==> src/rtl/switch_input_responder.sv <==
// Debounced confirm button that captures the 16 DIP switches into a memory-mapped
// register window (DATA, STATUS, LIVE) read by the CPU over a simple IO strobe.
module switch_input_responder #(
  parameter int          DEBOUNCE_CYCLES = 20000,
  parameter logic [31:0] BASE_ADDR       = 32'hFFFF_FC70
) (
  input  logic        clk,
  input  logic        rst,
  input  logic [15:0] switchInput,
  input  logic        confirmation,
  input  logic        ioRead,
  input  logic [31:0] address,
  output logic [15:0] dataIOInput,
  output logic        pending
);

  localparam int          CW        = $clog2(DEBOUNCE_CYCLES + 1);
  localparam logic [CW-1:0] DEB_LAST  = CW'(DEBOUNCE_CYCLES - 1);
  localparam logic [31:0] DATA_ADDR   = BASE_ADDR;
  localparam logic [31:0] STATUS_ADDR = BASE_ADDR + 32'd4;
  localparam logic [31:0] LIVE_ADDR   = BASE_ADDR + 32'd8;

  typedef enum logic [1:0] {
    IDLE,
    PRESS_WAIT,
    HELD,
    RELEASE_WAIT
  } deb_state_t;

  logic [15:0] sw_meta;
  logic [15:0] sw_sync;
  logic        btn_meta;
  logic        btn_sync;

  deb_state_t  state;
  logic [CW-1:0] count;
  logic        capture_fire;

  logic [15:0] capture_data;
  logic        overrun;
  logic        data_read;

  // Two-flop synchronizers; everything downstream sees only the synced copies.
  always_ff @(posedge clk) begin
    if (rst) begin
      sw_meta  <= '0;
      sw_sync  <= '0;
      btn_meta <= 1'b0;
      btn_sync <= 1'b0;
    end else begin
      sw_meta  <= switchInput;
      sw_sync  <= sw_meta;
      btn_meta <= confirmation;
      btn_sync <= btn_meta;
    end
  end

  // The event fires on the edge where the press count reaches the threshold,
  // so the capture and the move to HELD land on the same edge.
  always_comb begin
    capture_fire = 1'b0;
    if (btn_sync) begin
      if (state == PRESS_WAIT && count == DEB_LAST)
        capture_fire = 1'b1;
      else if (state == IDLE && DEBOUNCE_CYCLES <= 1)
        capture_fire = 1'b1;
    end
  end

  always_ff @(posedge clk) begin
    if (rst) begin
      state <= IDLE;
      count <= '0;
    end else begin
      case (state)
        IDLE: begin
          if (btn_sync) begin
            if (capture_fire) begin
              state <= HELD;
              count <= '0;
            end else begin
              state <= PRESS_WAIT;
              count <= CW'(1);
            end
          end
        end
        PRESS_WAIT: begin
          if (!btn_sync) begin
            state <= IDLE;
            count <= '0;
          end else if (capture_fire) begin
            state <= HELD;
            count <= '0;
          end else begin
            count <= count + CW'(1);
          end
        end
        HELD: begin
          if (!btn_sync) begin
            if (DEBOUNCE_CYCLES <= 1) begin
              state <= IDLE;
              count <= '0;
            end else begin
              state <= RELEASE_WAIT;
              count <= CW'(1);
            end
          end
        end
        RELEASE_WAIT: begin
          if (btn_sync) begin
            state <= HELD;
            count <= '0;
          end else if (count == DEB_LAST) begin
            state <= IDLE;
            count <= '0;
          end else begin
            count <= count + CW'(1);
          end
        end
        default: begin
          state <= IDLE;
          count <= '0;
        end
      endcase
    end
  end

  assign data_read = ioRead && !rst && (address == DATA_ADDR);

  // A capture on the same edge as a DATA read wins: the read consumed the old
  // value, so the new one is pending but nothing was lost.
  always_ff @(posedge clk) begin
    if (rst) begin
      capture_data <= '0;
      pending      <= 1'b0;
      overrun      <= 1'b0;
    end else if (capture_fire) begin
      capture_data <= sw_sync;
      pending      <= 1'b1;
      overrun      <= pending && !data_read;
    end else if (data_read) begin
      pending <= 1'b0;
      overrun <= 1'b0;
    end
  end

  always_comb begin
    dataIOInput = 16'h0000;
    if (ioRead && !rst) begin
      if (address == DATA_ADDR)
        dataIOInput = capture_data;
      else if (address == STATUS_ADDR)
        dataIOInput = {14'b0, overrun, pending};
      else if (address == LIVE_ADDR)
        dataIOInput = sw_sync;
    end
  end

endmodule
==> config.mk <==
export PLATFORM = sky130hd
export DESIGN_NAME = switch_input_responder
export DESIGN_NICKNAME = d
export VERILOG_FILES = /design/src/rtl/switch_input_responder.sv
export SDC_FILE = /design/constraint.sdc
export NUM_CORES = 1
export LEC_CHECK = 0
export ABC_AREA = 1
export CAP_MARGIN = 20
export CORE_MARGIN = 4
export CORE_UTILIZATION = 50
export DETAILED_ROUTE_END_ITERATION = 16
export PLACE_DENSITY = 0.77
export SLEW_MARGIN = 0
export SYNTH_ARGS = -nofsm -noshare
export SYNTH_HDL_FRONTEND = slang
export SYNTH_SLANG_ARGS = --single-unit
==> constraint.sdc <==
create_clock -name clk -period 1.85 [get_ports clk]
set_clock_uncertainty 0.15 [all_clocks]
set_input_delay 0.37 -clock clk [delete_from_list [all_inputs] [get_ports clk]]
set_output_delay 0.37 -clock clk [all_outputs]
set_load 0.03 [all_outputs]
==> reports/summary.txt, run 1 <==
Post-CTS Hold Fix Bufs - 0
worst skew pair latency - 0.34 ns
CP dominant cell by count - nor2_4
flops & latches, synth - 69
Total Routing Usage GR - 0.2067
I/O pin count - 69
detailed-route via count - 3290
Final Cycle Share - 1.128
peak supply drop - 0.0006903 V
Post-synth ARST share - 0
placer congestion estimate - 0.8695
failing checks - negative setup slack
worst rel slew slack - 0.7210
First-pass DRT Iterations - 4
Seq/Total Area, Yosys - 0.4130
Starting Density - 0.5207
cts bufs inserted - 9
hpwl dp - 5422 um
Final #Nets - 630
total gr overflow - 0
Worst Setup Start Kind - input pin
Synth Cell Area - 3344 um2
Mapped Nets - 537
RSZ-0062 raised after global routing - true
Pwr per Cell Area - 656.4 nW/um2
pre-CTS setup slack - -0.6898 ns
Fin. Hold Viols - 0
worst slew pin tran - 0.4185 ns
vias per cell - 4.992
largest net degree at the start of global routing - 40
Post-route DRC - 0
Final WS setup - -0.2367 ns
crit-path max FO - 7
DP Cell Count - 635
CP bufs+invs - 3
Most used DFF post-synth - dfxtp_1
top-count cell post-synth - nand2_1
Post-synth EDFFs - 0
antenna viol nets, final - 0
Die H - 89.79 um
CTS tree - built
fin util - 0.7654
DR WL/cell - 12.83 um
full die area - 8061 um2
leak pwr - 2.251 nW
initial antenna violation count - 0
clk slew on worst S/H paths - 0.08 ns
Mapped Avg Cell Area - 6.910 um2
largest cells by area after synthesis - dfxtp_1 41%, nand2_1 13%, inv_1 9.0%, nor2_1 8.6%, a21oi_2 4.5%
Post-Synth XOR/XNOR Area - 0.01309
CP top delay family - simple AND/OR/NAND/NOR gates
total number of H-tree levels - 3
Tmin final - 2.087 ns
crit path max-delay cell type - nor2_4
number of antenna diodes - 0
clock tree buffer depth - 2
vias in the first global route - 3147
clk root buf - clkbuf_8
critical path type - input pin to output pin
Fmax - 479.2 MHz
Ys Warns - 0
drt first-iter violations - 164
Mapped Cells - 484
top cell type's share of synthesized area - 0.4130
crit path cell chain - buf_6 -> nor2_4 -> nand2_2 -> nor2_4 -> nand2_2 -> nor2_4 -> buf_12 -> nand4_1 -> nand2_4 -> buf_6
mux cell area share after synthesis - 0
HP Class - flop to flop
Distinct cells, synth - 28
# clock sinks - 69
core area - 6422 um2
Layout area overhead - 46.99%
Slew Viols, Final - 0
Critical Path RT - 1.33 ns
simple-gate share of the synthesized area - 0.3505
drt total wl - 8458 um
CP endpoint kind - output pin
outcome - finished with violations
IO Port Bufs - 68
largest family of logic cells by synthesized area - simple AND/OR/NAND/NOR gates
row count - 29
share of layout cells above drive strength 1 - 0.3729
fillers - 448
first-pass GRT wire length - 13950 um
Worst Path Arrival - 1.57 ns
adder-cell share of the synthesized area - 0.003741
leading area contributor after synthesis - dfxtp_1
non-filler instance count after layout - 659
compound-cell area share of the yosys netlist - 0.09652
die width - 89.79 um
total of max-cap violations - 0
Post-synth top cells - 119 x nand2_1, 80 x inv_1, 77 x nor2_1
final setup fails - 16
Slowest Stage Delay on Critical Path - 0.18 ns
[area by class of cell]
type | count | area [um2] | area share
clock buffers | 10 | 137.6 | 0.02800
clock inverters | 6 | 93.84 | 0.01909
inverters | 87 | 329.1 | 0.06694
multi-input cells | 315 | 1887 | 0.3838
flip-flops and latches | 69 | 1381 | 0.2810
well taps | 77 | 96.34 | 0.01960
repair buffers | 95 | 991.0 | 0.2016
[cell families after synthesis]
group                    Yosys count
AND/OR/NAND/NOR                  261
buffers and inverters            100
flip-flops                        69
AO/OA/AOI/OAI                     48
XOR/XNOR                           5
adder cells (fa/ha/maj)            1
[through the flow]
step,hold WS (ns),total power [mW],instance area (um2),setup TNS [ns]
after floorplan,0.2383,1.675,3373,0
after global placement,0.2393,1.826,4193,-12.21
after detailed placement,0.2456,1.833,4193,-13.49
after CTS,0.2503,3.220,4760,-4.018
after global routing,0.2708,3.370,4916,-4.227
final,0.2467,3.227,4916,-3.044
[where the power goes]
part | total [mW] | leakage, nW | internal, mW | switching (mW)
Combinational | 0.300 | 1.57 | 0.156 | 0.144
Sequential | 1.54 | 0.563 | 1.52 | 0.0170
Clock | 1.39 | 0.113 | 0.804 | 0.585
Total | 3.23 | 2.25 | 2.48 | 0.746
[placed cells by master, fill, tap and decap left out, drive strengths merged]
master,n
dlygate4sd2,3
nand4,19
nor2,92
dfxtp,69
clkinv,2
nor3,2
a22oi,1
a21oi,26
clkdlybuf4s50,17
nand3,26
ha,1
clkinvlp,1
buf,75
xor2,5
bufinv,2
nand2,122
inv,88
o21bai,2
clkbuf,10
o21ai,19
[worst min-delay path, stage by stage, from the launching register on]
cell	delay [ns]
dfxtp_1	0.30
inv_1	0.04
nor2_1	0.03
[worst paths after layout]
kind / start / to / slack (ns) / cells past startpoint
max: address[1] / dataIOInput[15] / -0.24 / 10
min: sw_meta[2]$_SDFF_PP0_ / sw_sync[2]$_SDFF_PP0_ / 0.25 / 2
min reg2reg: sw_meta[2]$_SDFF_PP0_ / sw_sync[2]$_SDFF_PP0_ / 0.25 / 2
max reg2reg: count[0]$_SDFFE_PP0P_ / capture_data[12]$_SDFFE_PP0P_ / 0.13 / 7
[metal layers]
metal / global-route usage / up-vias / routed length, um
li1: - / 1671 / -
met1: 0.2415 / 1517 / 3517
met2: 0.3515 / 86 / 4426
met3: 0.06344 / 16 / 372
met4: 0.08685 / 0 / 142
met5: 0 / - / 0
[state kept, by name, summed over array words and instances, names as in the netlist, named ones only]
signal	count
btn_meta	1
btn_sync	1
capture_data	16
count	15
overrun	1
pending	1
state	1
sw_meta	16
sw_sync	16
[timing repair]
| action | CTS | global route |
|---|---|---|
| endpoints found under the setup margin | 17 | 24 |
| pin swaps | 36 | 35 |
| gates cloned | 2 | 0 |
| resized for setup | 211 | 62 |
| setup buffers | 10 | 1 |
Note: power is estimated with default switching activity, not from simulation.
==> run 2: changes to the inputs <==
Settings changed: CTS_CLUSTER_DIAMETER from default to 60.
==> results of run 2 <==
Same layout as run 1: the final DEF is identical, and so are final timing and power.
==> run 3: changes to the inputs <==
Settings changed: CORE_UTILIZATION 50 to 40, PLACE_DENSITY 0.77 to 0.64.
==> run 3 against run 2 <==
Compared with the run above: the flow still finishes with violations (negative setup slack); via count down 2.6%; sequential cell count is the same; clock power fell by 5%; total power shrank 3.0%; count of clock-buffer cells in the layout decreased by 1; register-to-register slack about the same.
==> reports/summary.txt, run 3 (synthesis results as in run 1) <==
DP Cell Count - 662 (+4.3%)
critical path type - input pin to output pin
Critical Path RT - 1.33 ns (about the same)
DR WL/cell - 11.85 um (-7.7%)
die width - 99.44 um (+11%)
Post-CTS Hold Fix Bufs - 0 (unchanged)
failing checks - negative setup slack
CP top delay family - simple AND/OR/NAND/NOR gates
Slew Viols, Final - 0 (unchanged)
Tmin final - 2.138 ns (+0.05110 ns)
worst skew pair latency - 0.35 ns (about the same)
clk slew on worst S/H paths - 0.09 ns (about the same)
most common cell after layout, fill and taps aside - nand2_1
initial antenna violation count - 0 (unchanged)
most frequent cells in the layout - 85 x nand2_1, 73 x inv_1, 69 x nor2_1, 69 x dfxtp_1, 35 x buf_6
pre-CTS setup slack - -0.7482 ns (-0.05834 ns)
vias in the first global route - 3149 (+0.064%)
largest net degree at the start of global routing - 40 (unchanged)
M1 wire length - 3634 um (+3.3%)
full die area - 9888 um2 (+23%)
crit-path max FO - 5 (-2)
row count - 33 (+14%)
detailed-route via count - 3206 (-2.6%)
leak pwr - 2.051 nW (-8.9%)
Worst path depth - 12 (+2)
hpwl dp - 5632 um (+3.9%)
total power - 3.129 mW (-3.0%)
total gr overflow - 0 (unchanged)
crit path cell chain - buf_6 -> inv_2 -> nand2_2 -> nor2_1 -> nand2_1 -> nor2_2 -> nand3_4 -> nor2_4 -> buf_6 -> nand2_2 -> nand2_2 -> buf_6
routed wl met3 - 325 um (-13%)
outcome - finished with violations
# clock sinks - 69 (unchanged)
drt first-iter violations - 131 (-20%)
worst slew pin tran - 0.4130 ns (-0.005470 ns)
clock tree buffer depth - 2 (unchanged)
Worst Path Arrival - 1.62 ns (+0.05 ns)
vias per cell - 4.653 (-6.8%)
Final Cycle Share - 1.156 (+0.02762)
share of layout cells above drive strength 1 - 0.3305 (-0.04237)
clk root buf - clkbuf_8
cts bufs inserted - 9 (unchanged)
total of max-cap violations - 0 (unchanged)
CP bufs+invs - 4 (+1)
hold slack final - 0.2502 ns (+0.003499 ns)
worst rel slew slack - 0.7247 (+0.003647)
Final WS setup - -0.2878 ns (-0.05110 ns)
fin util - 0.5770 (-0.1885)
I/O pin count - 69 (unchanged)
drt total wl - 8163 um (-3.5%)
First-pass DRT Iterations - 4 (unchanged)
Slowest Stage Delay on Critical Path - 0.16 ns (-0.02 ns)
reg2reg setup slack - 0.14 ns (about the same)
first-pass GRT wire length - 13800 um (-1.1%)
Final #Nets - 632 (+0.32%)
placed cell area - 4220 um2 (+0.66%)
peak supply drop - 0.0004957 V (-28%)
RSZ-0062 raised after global routing - true
Reg2Reg Depth - 7 (unchanged)
Fmax - 467.8 MHz (-2.4%)
biggest regs - capture_data: 16 flops, sw_meta: 16 flops, sw_sync: 16 flops
Fin. Hold Viols - 0 (unchanged)
non-filler instance count after layout - 689 (+4.6%)
number of antenna diodes - 0 (unchanged)
Post-route DRC - 0 (unchanged)
final setup fails - 16 (unchanged)
Pwr per Cell Area - 663.3 nW/um2 (+1.0%)
fin area - 4717 um2 (-4.0%)
fillers - 750 (+67%)
HP Class - flop to flop
Setup Total Neg Slack - -3.879 ns (-0.8349 ns)
DR WL met2 - 4097 um (-7.4%)
CP endpoint kind - output pin
Worst Hold Path Cells - 2 (unchanged)
placer congestion estimate - 0.7943 (-8.6%)
Starting Density - 0.4091 (-0.1117)
Layout area overhead - 41.04%
Worst Setup Start Kind - input pin
Total Routing Usage GR - 0.1711 (-0.03554)
CTS tree - built
IO Port Bufs - 68 (unchanged)
Max Used Layer - met4
crit path max-delay cell type - nor2_2
core area - 8175 um2 (+27%)
antenna viol nets, final - 0 (unchanged)
total number of H-tree levels - 3 (unchanged)
Die H - 99.44 um (+11%)
run 3: worst paths after layout:
check | end | from
setup / recovery | dataIOInput[14] | address[9]
hold / removal | sw_sync[4]$_SDFF_PP0_ | sw_meta[4]$_SDFF_PP0_
setup reg to reg | capture_data[3]$_SDFFE_PP0P_ | count[0]$_SDFFE_PP0P_
hold reg to reg | sw_sync[4]$_SDFF_PP0_ | sw_meta[4]$_SDFF_PP0_
run 3: what timing repair did:
| item | in CTS | in global routing |
|---|---|---|
| buffers inserted | 12 | 1 |
| setup endpoints to repair | 17 | 27 |
| resized for setup | 186 | 28 |
| pin swaps | 26 | 20 |
| gates cloned | 2 | 0 |
run 3: metal layers:
layer	track usage	up-vias
met1	0.2040	1465
met2	0.3011	48
li1	-	1682
met3	0.04558	11
met4	0.05042	0
met5	0	-
run 3: area by class of cell:
| cell class | count | area (um2) | area share |
|---|---|---|---|
| clock buffer | 9 | 123.9 | 0.02626 |
| sequential | 69 | 1381 | 0.2928 |
| timing repair buffer | 97 | 940.9 | 0.1995 |
| multi-input combinational | 315 | 1724 | 0.3655 |
| inverter | 87 | 326.6 | 0.06923 |
| tap | 105 | 131.4 | 0.02785 |
| clock inverter | 7 | 88.84 | 0.01883 |
run 3: power by group:
group,total (mW),internal (mW),switching (mW)
Sequential,1.54,1.52,0.0159
Combinational,0.275,0.140,0.135
Clock,1.32,0.660,0.658
Total,3.13,2.32,0.809
run 3: worst reg2reg max path, delay by kind of cell, from the launching register on:
| kind | cells | cell delay, ns |
|---|---|---|
| buffers and inverters | 1 | 0.18 |
| AO/OA/AOI/OAI | 2 | 0.26 |
| AND/OR/NAND/NOR | 3 | 0.41 |
| adder cells (fa/ha/maj) | 1 | 0.22 |
| flip-flops | 1 | 0.39 |
